**config.mk**
```make
export PLATFORM = sky130hd
export DESIGN_NAME = float_to_fixed_pipe
export DESIGN_NICKNAME = d
export VERILOG_FILES = /design/src/rtl/cordic_pkg.sv /design/src/rtl/fp_align_shift.sv /design/src/rtl/float_to_fixed_pipe.sv
export SDC_FILE = /design/constraint.sdc
export NUM_CORES = 1
export LEC_CHECK = 0
export ABC_CLOCK_PERIOD_IN_PS = 5100
export CORE_MARGIN = 3
export CORE_UTILIZATION = 30
export CTS_CLUSTER_DIAMETER = 40
export DETAILED_ROUTE_END_ITERATION = 16
export GPL_TIMING_DRIVEN = 0
export PLACE_DENSITY = 0.5
export REMOVE_ABC_BUFFERS = 1
export SYNTH_ARGS = -nofsm -noshare
export SYNTH_HDL_FRONTEND = slang
export SYNTH_SLANG_ARGS = --single-unit
```
**constraint.sdc**
```tcl
create_clock -name clk -period 5.1 [get_ports clk]
set_input_delay 0.51 -clock clk [delete_from_list [all_inputs] [get_ports clk]]
set_output_delay 0.51 -clock clk [all_outputs]
set_load 0.005 [all_outputs]
```
**src/rtl/cordic_pkg.sv**
```systemverilog
// cordic_pkg: shared float field layout, constants and classification for the angle datapath
package cordic_pkg;

    localparam int FP_BIAS  = 127;
    localparam int FP_MAN_W = 23;

    typedef struct packed {
        logic                sign;
        logic [7:0]          exp;
        logic [FP_MAN_W-1:0] man;
    } float_t;

    typedef enum logic [1:0] {ZERO, NORM, INF, NAN} fp_class_e;

endpackage

```
**src/rtl/fp_align_shift.sv**
```systemverilog
// fp_align_shift: aligns a 24-bit mantissa by signed k into a WIDTH-bit magnitude with guard, sticky and overflow
module fp_align_shift #(
    parameter int WIDTH = 23
) (
    input  logic [23:0]        i_man,
    input  logic signed [9:0]  i_k,
    output logic [WIDTH-1:0]   o_mag,
    output logic               o_guard,
    output logic               o_sticky,
    output logic               o_ovf
);

    logic [WIDTH+23:0] w_l;
    logic [WIDTH+23:0] w_i;
    logic [49:0]       w_r;
    logic [4:0]        w_sh;

    // left shift for k >= 0; right shift clamped at 26 so the whole mantissa lands in sticky
    always_comb begin
        w_sh     = (i_k < -10'sd25) ? 5'd26 : 5'(-i_k);
        w_l      = (WIDTH+24)'(i_man) << i_k[4:0];
        w_r      = {i_man, 26'b0} >> w_sh;
        w_i      = (WIDTH+24)'(w_r[49:26]);
        o_mag    = (i_k >= 0) ? w_l[WIDTH-1:0] : w_i[WIDTH-1:0];
        o_guard  = (i_k >= 0) ? 1'b0 : w_r[25];
        o_sticky = (i_k >= 0) ? 1'b0 : |w_r[24:0];
        o_ovf    = (i_k >= 0) ? ((i_k >= $signed(10'(WIDTH))) || (|w_l[WIDTH+23:WIDTH]))
                              : |w_i[WIDTH+23:WIDTH];
    end

endmodule

```
**src/rtl/float_to_fixed_pipe.sv**
```systemverilog
// float_to_fixed_pipe: 3-stage IEEE-754 single to signed Q(INTS).(FRACS); FTOF_ROUND_NEAREST_EN selects round-to-nearest-even
module float_to_fixed_pipe
    import cordic_pkg::*;
#(
    parameter int INTS  = 1,
    parameter int FRACS = 21,
    parameter int WIDTH = INTS + FRACS + 1
) (
    input  logic             clk,
    input  logic             rst_n,
    input  logic             in_valid,
    output logic             in_ready,
    input  logic [31:0]      in_float,
    output logic             out_valid,
    input  logic             out_ready,
    output logic [WIDTH-1:0] out_fixed,
    output logic             out_ovf,
    output logic             out_uf,
    output logic             out_nan
);

`ifdef FTOF_ROUND_NEAREST_EN
    localparam bit RNE = 1'b1;
`else
    localparam bit RNE = 1'b0;
`endif

    float_t            w_f;
    fp_class_e         w_cls;
    logic signed [9:0] w_k;
    logic              w_adv;

    logic              r1_valid, r1_sign, r1_dnz;
    fp_class_e         r1_cls;
    logic [23:0]       r1_man;
    logic signed [9:0] r1_k;

    logic [WIDTH-1:0]  w_mag;
    logic              w_guard, w_sticky, w_shovf;

    logic              r2_valid, r2_sign, r2_dnz, r2_guard, r2_sticky, r2_ovf;
    fp_class_e         r2_cls;
    logic [WIDTH-1:0]  r2_mag;

    logic              w_inc, w_big;
    logic [WIDTH:0]    w_rnd, w_lim;
    logic [WIDTH-1:0]  w_sat, w_fix;
    logic              w_ovf_f, w_uf_f, w_nan_f;

    logic              r_valid, r_ovf, r_uf, r_nan;
    logic [WIDTH-1:0]  r_fixed;

    assign w_adv     = !r_valid || out_ready;
    assign in_ready  = w_adv;
    assign out_valid = r_valid;
    assign out_fixed = r_fixed;
    assign out_ovf   = r_ovf;
    assign out_uf    = r_uf;
    assign out_nan   = r_nan;
    assign w_f       = in_float;

    // S1 decode: classify the word and form the alignment shift k = e + FRACS - 23
    always_comb begin
        w_cls = (w_f.exp == 8'd0)   ? ZERO :
                (w_f.exp == 8'hFF)  ? ((w_f.man != '0) ? NAN : INF) : NORM;
        w_k   = $signed({2'b00, w_f.exp}) - $signed(10'(FP_BIAS + FP_MAN_W - FRACS));
    end

    // S1 register
    always_ff @(posedge clk or negedge rst_n) begin
        if (!rst_n) begin
            r1_valid <= 1'b0;
            r1_sign  <= 1'b0;
            r1_dnz   <= 1'b0;
            r1_cls   <= ZERO;
            r1_man   <= '0;
            r1_k     <= '0;
        end else if (w_adv) begin
            r1_valid <= in_valid;
            r1_sign  <= w_f.sign;
            r1_dnz   <= (w_f.exp == 8'd0) && (w_f.man != '0);
            r1_cls   <= w_cls;
            r1_man   <= {1'b1, w_f.man};
            r1_k     <= w_k;
        end
    end

    fp_align_shift #(.WIDTH(WIDTH)) u_align (
        .i_man    (r1_man),
        .i_k      (r1_k),
        .o_mag    (w_mag),
        .o_guard  (w_guard),
        .o_sticky (w_sticky),
        .o_ovf    (w_shovf)
    );

    // S2 register: aligned magnitude with guard/sticky
    always_ff @(posedge clk or negedge rst_n) begin
        if (!rst_n) begin
            r2_valid  <= 1'b0;
            r2_sign   <= 1'b0;
            r2_dnz    <= 1'b0;
            r2_cls    <= ZERO;
            r2_mag    <= '0;
            r2_guard  <= 1'b0;
            r2_sticky <= 1'b0;
            r2_ovf    <= 1'b0;
        end else if (w_adv) begin
            r2_valid  <= r1_valid;
            r2_sign   <= r1_sign;
            r2_dnz    <= r1_dnz;
            r2_cls    <= r1_cls;
            r2_mag    <= w_mag;
            r2_guard  <= w_guard;
            r2_sticky <= w_sticky;
            r2_ovf    <= w_shovf;
        end
    end

    // S3 round the magnitude, then saturate against the signed limit, then negate
    always_comb begin
        w_inc   = RNE && r2_guard && (r2_sticky || r2_mag[0]);
        w_rnd   = {1'b0, r2_mag} + (WIDTH+1)'(w_inc);
        w_lim   = ((WIDTH+1)'(1) << (WIDTH-1)) - (WIDTH+1)'(!r2_sign);
        w_big   = r2_ovf || (w_rnd > w_lim);
        w_sat   = r2_sign ? (WIDTH'(1) << (WIDTH-1)) : ~(WIDTH'(1) << (WIDTH-1));
        w_fix   = (r2_cls == INF)  ? w_sat :
                  (r2_cls != NORM) ? '0 :
                  w_big            ? w_sat :
                  r2_sign          ? WIDTH'(0) - w_rnd[WIDTH-1:0] : w_rnd[WIDTH-1:0];
        w_ovf_f = (r2_cls == INF) || ((r2_cls == NORM) && w_big);
        w_uf_f  = (r2_cls == ZERO) ? r2_dnz : ((r2_cls == NORM) && !w_big && (w_rnd == '0));
        w_nan_f = (r2_cls == NAN);
    end

    // S3 output register, held while the consumer stalls
    always_ff @(posedge clk or negedge rst_n) begin
        if (!rst_n) begin
            r_valid <= 1'b0;
            r_fixed <= '0;
            r_ovf   <= 1'b0;
            r_uf    <= 1'b0;
            r_nan   <= 1'b0;
        end else if (w_adv) begin
            r_valid <= r2_valid;
            r_fixed <= w_fix;
            r_ovf   <= w_ovf_f;
            r_uf    <= w_uf_f;
            r_nan   <= w_nan_f;
        end
    end

endmodule
```
# After elaboration in Yosys (flattened, before gate mapping)
# Cells that the tools add are included.
word_totals:
  mem_count: 0
  mem_bits_ro: 0
  regBits: 94
  word_cells: 60
  latch_bits: 0
  mem_bits_rw: 0
  in_bits: 36
  out_inout_bits: 28
classes:
  reduce_logical: 16
  n_eq_ne: 5
  div: 0
  magnitude_cmp: 4
  shifts: 2
  n_bitwise: 0
  muxes: 12
  n_addsub: 4
  n_mul: 0
ops:
  columns: ["cell", "count"]
  rows:
  - ["23-bit 2-to-1 mux", 6]
  - ["50-bit by 5-bit right shift with 50-bit output", 1]
  - ["24-bit by 5-bit << shifter with 47-bit output", 1]
  - ["23-bit by 24-bit > comparator with 1-bit output", 1]
  - ["24-bit zero test", 1]
  - ["24-bit OR reduction", 1]
  - ["23-bit by 1-bit subtractor with 24-bit output (first input constant)", 1]
  - ["23-bit nonzero test", 1]
  - ["1-bit by 23-bit subtractor with 23-bit output (first input constant)", 1]
  - ["9-bit by 1-bit greater-or-equal comparator with 1-bit output (second input constant)", 1]
  - ["9-bit by 6-bit greater-or-equal comparator with 1-bit output (second input constant)", 1]
  - ["9-bit by 6-bit < comparator with 1-bit output (second input constant)", 1]
  - ["8-bit by 8-bit subtractor with 9-bit output (second input constant)", 1]
  - ["8-bit == test (second input constant)", 1]
  - ["8-bit zero test", 1]
  - ["5-bit 2-to-1 mux", 1]
  - ["5-bit negator", 1]
  - ["2-bit == test (second input constant)", 2]
  - ["1-bit logical AND", 4]
  - ["1-bit logical OR", 4]
  - ["2-bit 2-to-1 mux", 2]
  - ["1-bit zero test", 3]
  - ["1-bit 2-to-1 mux", 3]
  - ["2-bit by 1-bit == test with 1-bit output (second input constant)", 1]
  - ["other kinds (2)", 2]

# Logic depth before layout (Yosys ltp)
logic_depth:
  word_depth: 8
  mapped_depth: 15

# By module
# Synthesis repeated with hierarchy kept, for this count alone.
hier_totals:
  cells_unflattened: 1134
  area_unflattened_um2: 8772.2
modules_own_cells:
  columns: ["mod", "seq_area_each_um2", "n_inst", "area_each_um2", "cells_per_inst"]
  rows:
  - ["float_to_fixed_pipe", 2352.3, 1, 5172.5, 610]
  - ["fp_align_shift", 0.0, 1, 3599.7, 524]

# Least setup slack after synthesis
# Ideal clock, no wire load.
synth_path:
  path_kind: "register -> register"
  from: "register r2_sign"
  to: "register r_fixed[9], in the netlist out_fixed[9]"
  setup_slack_ns: 1.763
  stages_incl_launch_ff: 14
  required_ns: 5.018
  arrival_ns: 3.255
  period_less_slack_ns: 3.337
  cell_sequence: "dfrtp_1 > inv_1 > clkbuf_1 > clkbuf_1 > ha_1 > nand3_1 > nor4_1 > o311ai_1 > nand4b_1 > and2_1 > clkbuf_1 > nand2_1 > clkbuf_1 > a31oi_1"
synth_via:
  elab_chain_len: 7
synth_rtl:
  columns: ["element", "line_no", "text"]
  rows:
  - ["start: declaration", "float_to_fixed_pipe.sv:41", "logic r2_valid, r2_sign, r2_dnz, r2_guard, r2_sticky, r2_ovf;"]
  - ["start signal: assignment", "float_to_fixed_pipe.sv:110", "r2_sign <= r1_sign;"]
  - ["1-bit zero test", "float_to_fixed_pipe.sv:124", "w_lim = ((WIDTH+1)'(1) << (WIDTH-1)) - (WIDTH+1)'(!r2_sign);"]
  - ["23-bit by 1-bit subtractor with 24-bit output", "float_to_fixed_pipe.sv:124", null]
  - ["23-bit by 24-bit > comparator with 1-bit output", "float_to_fixed_pipe.sv:125", "w_big = r2_ovf || (w_rnd > w_lim);"]
  - ["1-bit logical OR", "float_to_fixed_pipe.sv:125", null]
  - ["23-bit 2-to-1 mux", "float_to_fixed_pipe.sv:129", "w_big ? w_sat :"]
  - ["23-bit 2-to-1 mux", "float_to_fixed_pipe.sv:128", "(r2_cls != NORM) ? '0 :"]
  - ["23-bit 2-to-1 mux (*)", "float_to_fixed_pipe.sv:127", "w_fix = (r2_cls == INF) ? w_sat :"]
  - ["end signal: assignment", "float_to_fixed_pipe.sv:146", "r_fixed <= w_fix;"]
  - ["end: declaration", "float_to_fixed_pipe.sv:51", "logic [WIDTH-1:0] r_fixed;"]
# Mark *: on every way between the ends. The rest lies on a longest branch, timed or not.
# A chain may end at the register's enable or synchronous reset.

# Final worst setup path
layout_path:
  from: "register r1_k[0]"
  to: "register r2_mag[7]"
layout_via:
  elab_chain_len: 4
layout_rtl:
  columns: ["element", "line_no", "text"]
  rows:
  - ["start: declaration", "float_to_fixed_pipe.sv:36", "logic signed [9:0] r1_k;"]
  - ["start signal: assignment", "float_to_fixed_pipe.sv:84", "r1_k <= w_k;"]
  - ["9-bit by 6-bit < comparator with 1-bit output or 5-bit negator (tied branches)", "fp_align_shift.sv:20", "w_sh = (i_k < -10'sd25) ? 5'd26 : 5'(-i_k);"]
  - ["5-bit 2-to-1 mux", "fp_align_shift.sv:20", null]
  - ["50-bit by 5-bit right shift with 50-bit output", "fp_align_shift.sv:22", "w_r = {i_man, 26'b0} >> w_sh;"]
  - ["23-bit 2-to-1 mux (*)", "fp_align_shift.sv:24", "o_mag = (i_k >= 0) ? w_l[WIDTH-1:0] : w_i[WIDTH-1:0];"]
  - ["end signal: assignment", "float_to_fixed_pipe.sv:113", "r2_mag <= w_mag;"]
  - ["end: declaration", "float_to_fixed_pipe.sv:43", "logic [WIDTH-1:0] r2_mag;"]
# Marks and branches as above.

==> parameters.txt <==
Parameter                              Value

Outcome
  Status    complete, no violations

Worst hold path
  Min-delay worst type    in2async

Power
  Total leakage power    3.72 nW
  Reg power frac    0.295
  Total power    5.27 mW
  Power per unit of standard cell area    573 nW/um^2
  Portion of total power attributed to the clock network    0.132
  Logic gate share of total power    0.573
  Maximum vdd drop    0.000220 V
  Switching part of the total    0.497
  Reported net switching power    2.62 mW
  Internal power summed over all cells    2.65 mW

Cells and area
  Area of all placed cells without fillers    9200 sq um
  ANT cells    0
  Final-stage net count    1075
  Share of cells above drive strength 1    0.0798
  Area Growth Syn to Fin    12.7%

Place
  Area of placed instances    8900 sq um
  Placer congestion estimate    0.918
  Sum of net half-perimeters after detailed placement    18800 um
  PortBufs    63

Routing
  Residual antenna-violating net count after detailed routing    0
  First-pass iteration count of the detailed router    5
  Number of vias per cell    5.83
  DRC Markers    0
  Count of routing violations after the opening detailed-route iteration    682
  Total Routed Length    26400 um
  Wire per inst    19.6 um
  DR vias    7864

Setup path
  Largest driver fanout on the critical path    72
  Data arrival time of the worst path    4820 ps
  Number of cells traversed by the worst register-to-register path    9
  Required time at the worst-slack endpoint    5340 ps
  Start-to-end type of the worst setup path    reg2reg
  Startpoint Class    flop
  Kind of end point of the critical path    flop

Floorplanning
  Initial cell density of the core    0.309
  DIE AREA    29200 sq um
  Width of the die    171 um
  Top-level I/O count    64
  Area of the placeable core    26400 sq um
  Std cell rows    59
  Vert. Die Dim    171 um

Logic synthesis
  Number of synthesized register bits    94
  Library cells used by synthesis    80
  Yosys Warn Count    0
  Cell types occupying the most area after synthesis    sky130_fd_sc_hd__dfrtp_1 (29%), sky130_fd_sc_hd__nand2_1 (8.3%), sky130_fd_sc_hd__mux4_2 (4.7%), sky130_fd_sc_hd__ha_1 (4.4%), sky130_fd_sc_hd__nor2_1 (4.3%)
  FFs w/ async S/R, synth    1.00
  Area of the mapped netlist    8160 sq um
  Main synth FF type    sky130_fd_sc_hd__dfrtp_1
  Avg Inst Size Synth    7.96 sq um
  Synth top area share    0.288
  Most frequent cell after synthesis    sky130_fd_sc_hd__nand2_1
  Post-synth top cells    sky130_fd_sc_hd__nand2_1 (180), sky130_fd_sc_hd__dfrtp_1 (94), sky130_fd_sc_hd__nor2_1 (93)
  Number of synthesized flops with an enable pin    0
  Post-Syn Instances    1025
  Post-synthesis sequential area ratio    0.288
  Library cell occupying the most area in the post-synthesis netlist    sky130_fd_sc_hd__dfrtp_1

STA
  Setup clock skew after layout    20.6 ps
  Max-slew violations    0
  Setup TNS    0 ps
  Final worst path period need    4570 ps
  Relative slew slack    0.351
  Unrepaired setup endpoints after global routing    false
  Final clock period utilization by the worst path    0.897
  Highest Clock Rate    219 MHz
  Transition at the pin with the smallest max-transition slack    974 ps
  Count of final hold-check violations    0
  Final setup viols    0

Run
  Number of maximum-capacitance violations    0

Global route
  Wire length of the first global-routing pass    42100 um
  Antenna violations before repair    0
  Largest net degree at the start of global routing    92
  Vias in the first global route    7247
  Global-route usage over all layers    0.181
  Congestion Overflow GR    0

Clock network
  Clock tree from TritonCTS    yes
  Num CTS Buffers    9
  Clock H-tree levels    3
  Cell at the root of the clock tree    sky130_fd_sc_hd__clkbuf_16
  Bufs on Longest Clock Path    2
  Later-pin clock latency in the skew report    370 ps
  Clock transition at the registers of the reported paths    80 ps
  Number of clock sinks seen by CTS    94
  Number of buffers added for setup after CTS    0
==> per-layer routing <==
metal / track usage / vias up / part of all wire / routed length, um
met3: 0.0293 / 51 / 0.051 / 1340
met2: 0.280 / 247 / 0.45 / 12000
met1: 0.258 / 3783 / 0.47 / 12400
met5: 0 / - / 0 / 0
met4: 0.0588 / 0 / 0.026 / 695
li1: - / 3783 / - / -
==> layout by cell type (no fill, tap or decap), types with 7 or more instances in the layout <==
cell type                           n
sky130_fd_sc_hd__nand2_1          180
sky130_fd_sc_hd__nor2_1            93
sky130_fd_sc_hd__dfrtp_1           90
sky130_fd_sc_hd__clkdlybuf4s50_1   62
sky130_fd_sc_hd__o21ai_0           55
sky130_fd_sc_hd__a21oi_1           51
sky130_fd_sc_hd__a31oi_1           39
sky130_fd_sc_hd__nand3_1           32
sky130_fd_sc_hd__mux2i_1           31
sky130_fd_sc_hd__nor3_1            30
sky130_fd_sc_hd__ha_1              28
sky130_fd_sc_hd__nor4_1            23
sky130_fd_sc_hd__inv_1             17
sky130_fd_sc_hd__mux4_2            17
sky130_fd_sc_hd__nand2b_1          15
sky130_fd_sc_hd__and3_1            15
sky130_fd_sc_hd__a211oi_1          15
sky130_fd_sc_hd__mux2_2            15
sky130_fd_sc_hd__nand4_1           13
sky130_fd_sc_hd__a22oi_1           10
sky130_fd_sc_hd__clkbuf_16          9
sky130_fd_sc_hd__xnor2_1            7
sky130_fd_sc_hd__nor2b_1            7
sky130_fd_sc_hd__a32oi_1            7
==> power groups by stage <==
| stage | logic (mW) | registers, mW | clock network, mW |
|---|---|---|---|
| after floorplan | 2.06 | 1.38 | 0 |
| final | 3.02 | 1.55 | 0.697 |
| after CTS | 3.01 | 1.55 | 0.719 |
| after detailed placement | 2.99 | 1.57 | 0 |
| after global routing | 3.34 | 1.61 | 0.750 |
| after global placement | 2.97 | 1.56 | 0 |
==> worst paths after layout <==
kind,start,end,slack [ps]
min in group clk,r2_valid,r2_valid,460
setup / recovery,r1_k[0],r2_mag[7],530
hold / removal,rst_n,out_fixed[11],80
max in group asynchronous,rst_n,r1_k[0],4310
setup reg to reg,r1_k[0],r2_mag[7],530
hold reg to reg,r2_valid,r2_valid,460
==> critical path: stages (launching register included) <==
cell and delay (ps):
sky130_fd_sc_hd__dfrtp_4 1040, sky130_fd_sc_hd__inv_1 590, sky130_fd_sc_hd__ha_2 1000, sky130_fd_sc_hd__nor2b_1 630, sky130_fd_sc_hd__a221oi_1 140, sky130_fd_sc_hd__o22ai_1 280, sky130_fd_sc_hd__nor2_1 90, sky130_fd_sc_hd__o211ai_1 190
sky130_fd_sc_hd__a41oi_1 190, sky130_fd_sc_hd__a211o_1 260
==> registers in the layout, indices dropped and copies added (netlist names) <==
register and flops:
r1_valid 1, r1_man 24, out_nan 1, r1_k 9
out_ovf 1, r2_ovf 1, out_fixed 23, r1_sign 1
out_valid 1, r2_cls 2, r2_dnz 1, r2_valid 1
r2_sign 1, r2_mag 23, r1_cls 2, r1_dnz 1
out_uf 1
==> cell families (layout without fill, tap and decap cells) <==
logic type,after synthesis,after routing,share of synthesized area
flops,94,94,0.288
fa+ha+maj,29,29,0.0445
buf+inv,112,102,0.0581
mux,68,68,0.121
compound gates,270,270,0.226
xor+xnor,9,9,0.00966
simple gates,443,443,0.252
==> stage by stage <==
stage	hold slack, ps	cells	setup WS (ps)	util
2_1_floorplan	214	932	-531	-
3_3_place_gp	442	1330	-4690	0.333
3_5_place_dp	451	1334	-17.1	0.337
4_1_cts	82.9	1350	20.1	0.348
5_1_grt	106	1350	183	0.348
6_report	77.6	1350	526	0.348
==> timing repair <==
action                                  CTS  global route
hold buffers                              0             0
endpoints found under the setup margin    1            17
gates resized for setup                   1             2
==> layout make-up <==
type / count / area [sq um]
repair buffers: 67 / 702
flip-flops and latches: 94 / 2360
clock inverters: 7 / 62.6
fillers: 2850 / 17200
multi-input cells: 819 / 5360
clock buffers: 9 / 225
well taps: 335 / 419
inverters: 19 / 73.8
Power figures use the tool's default switching activity.
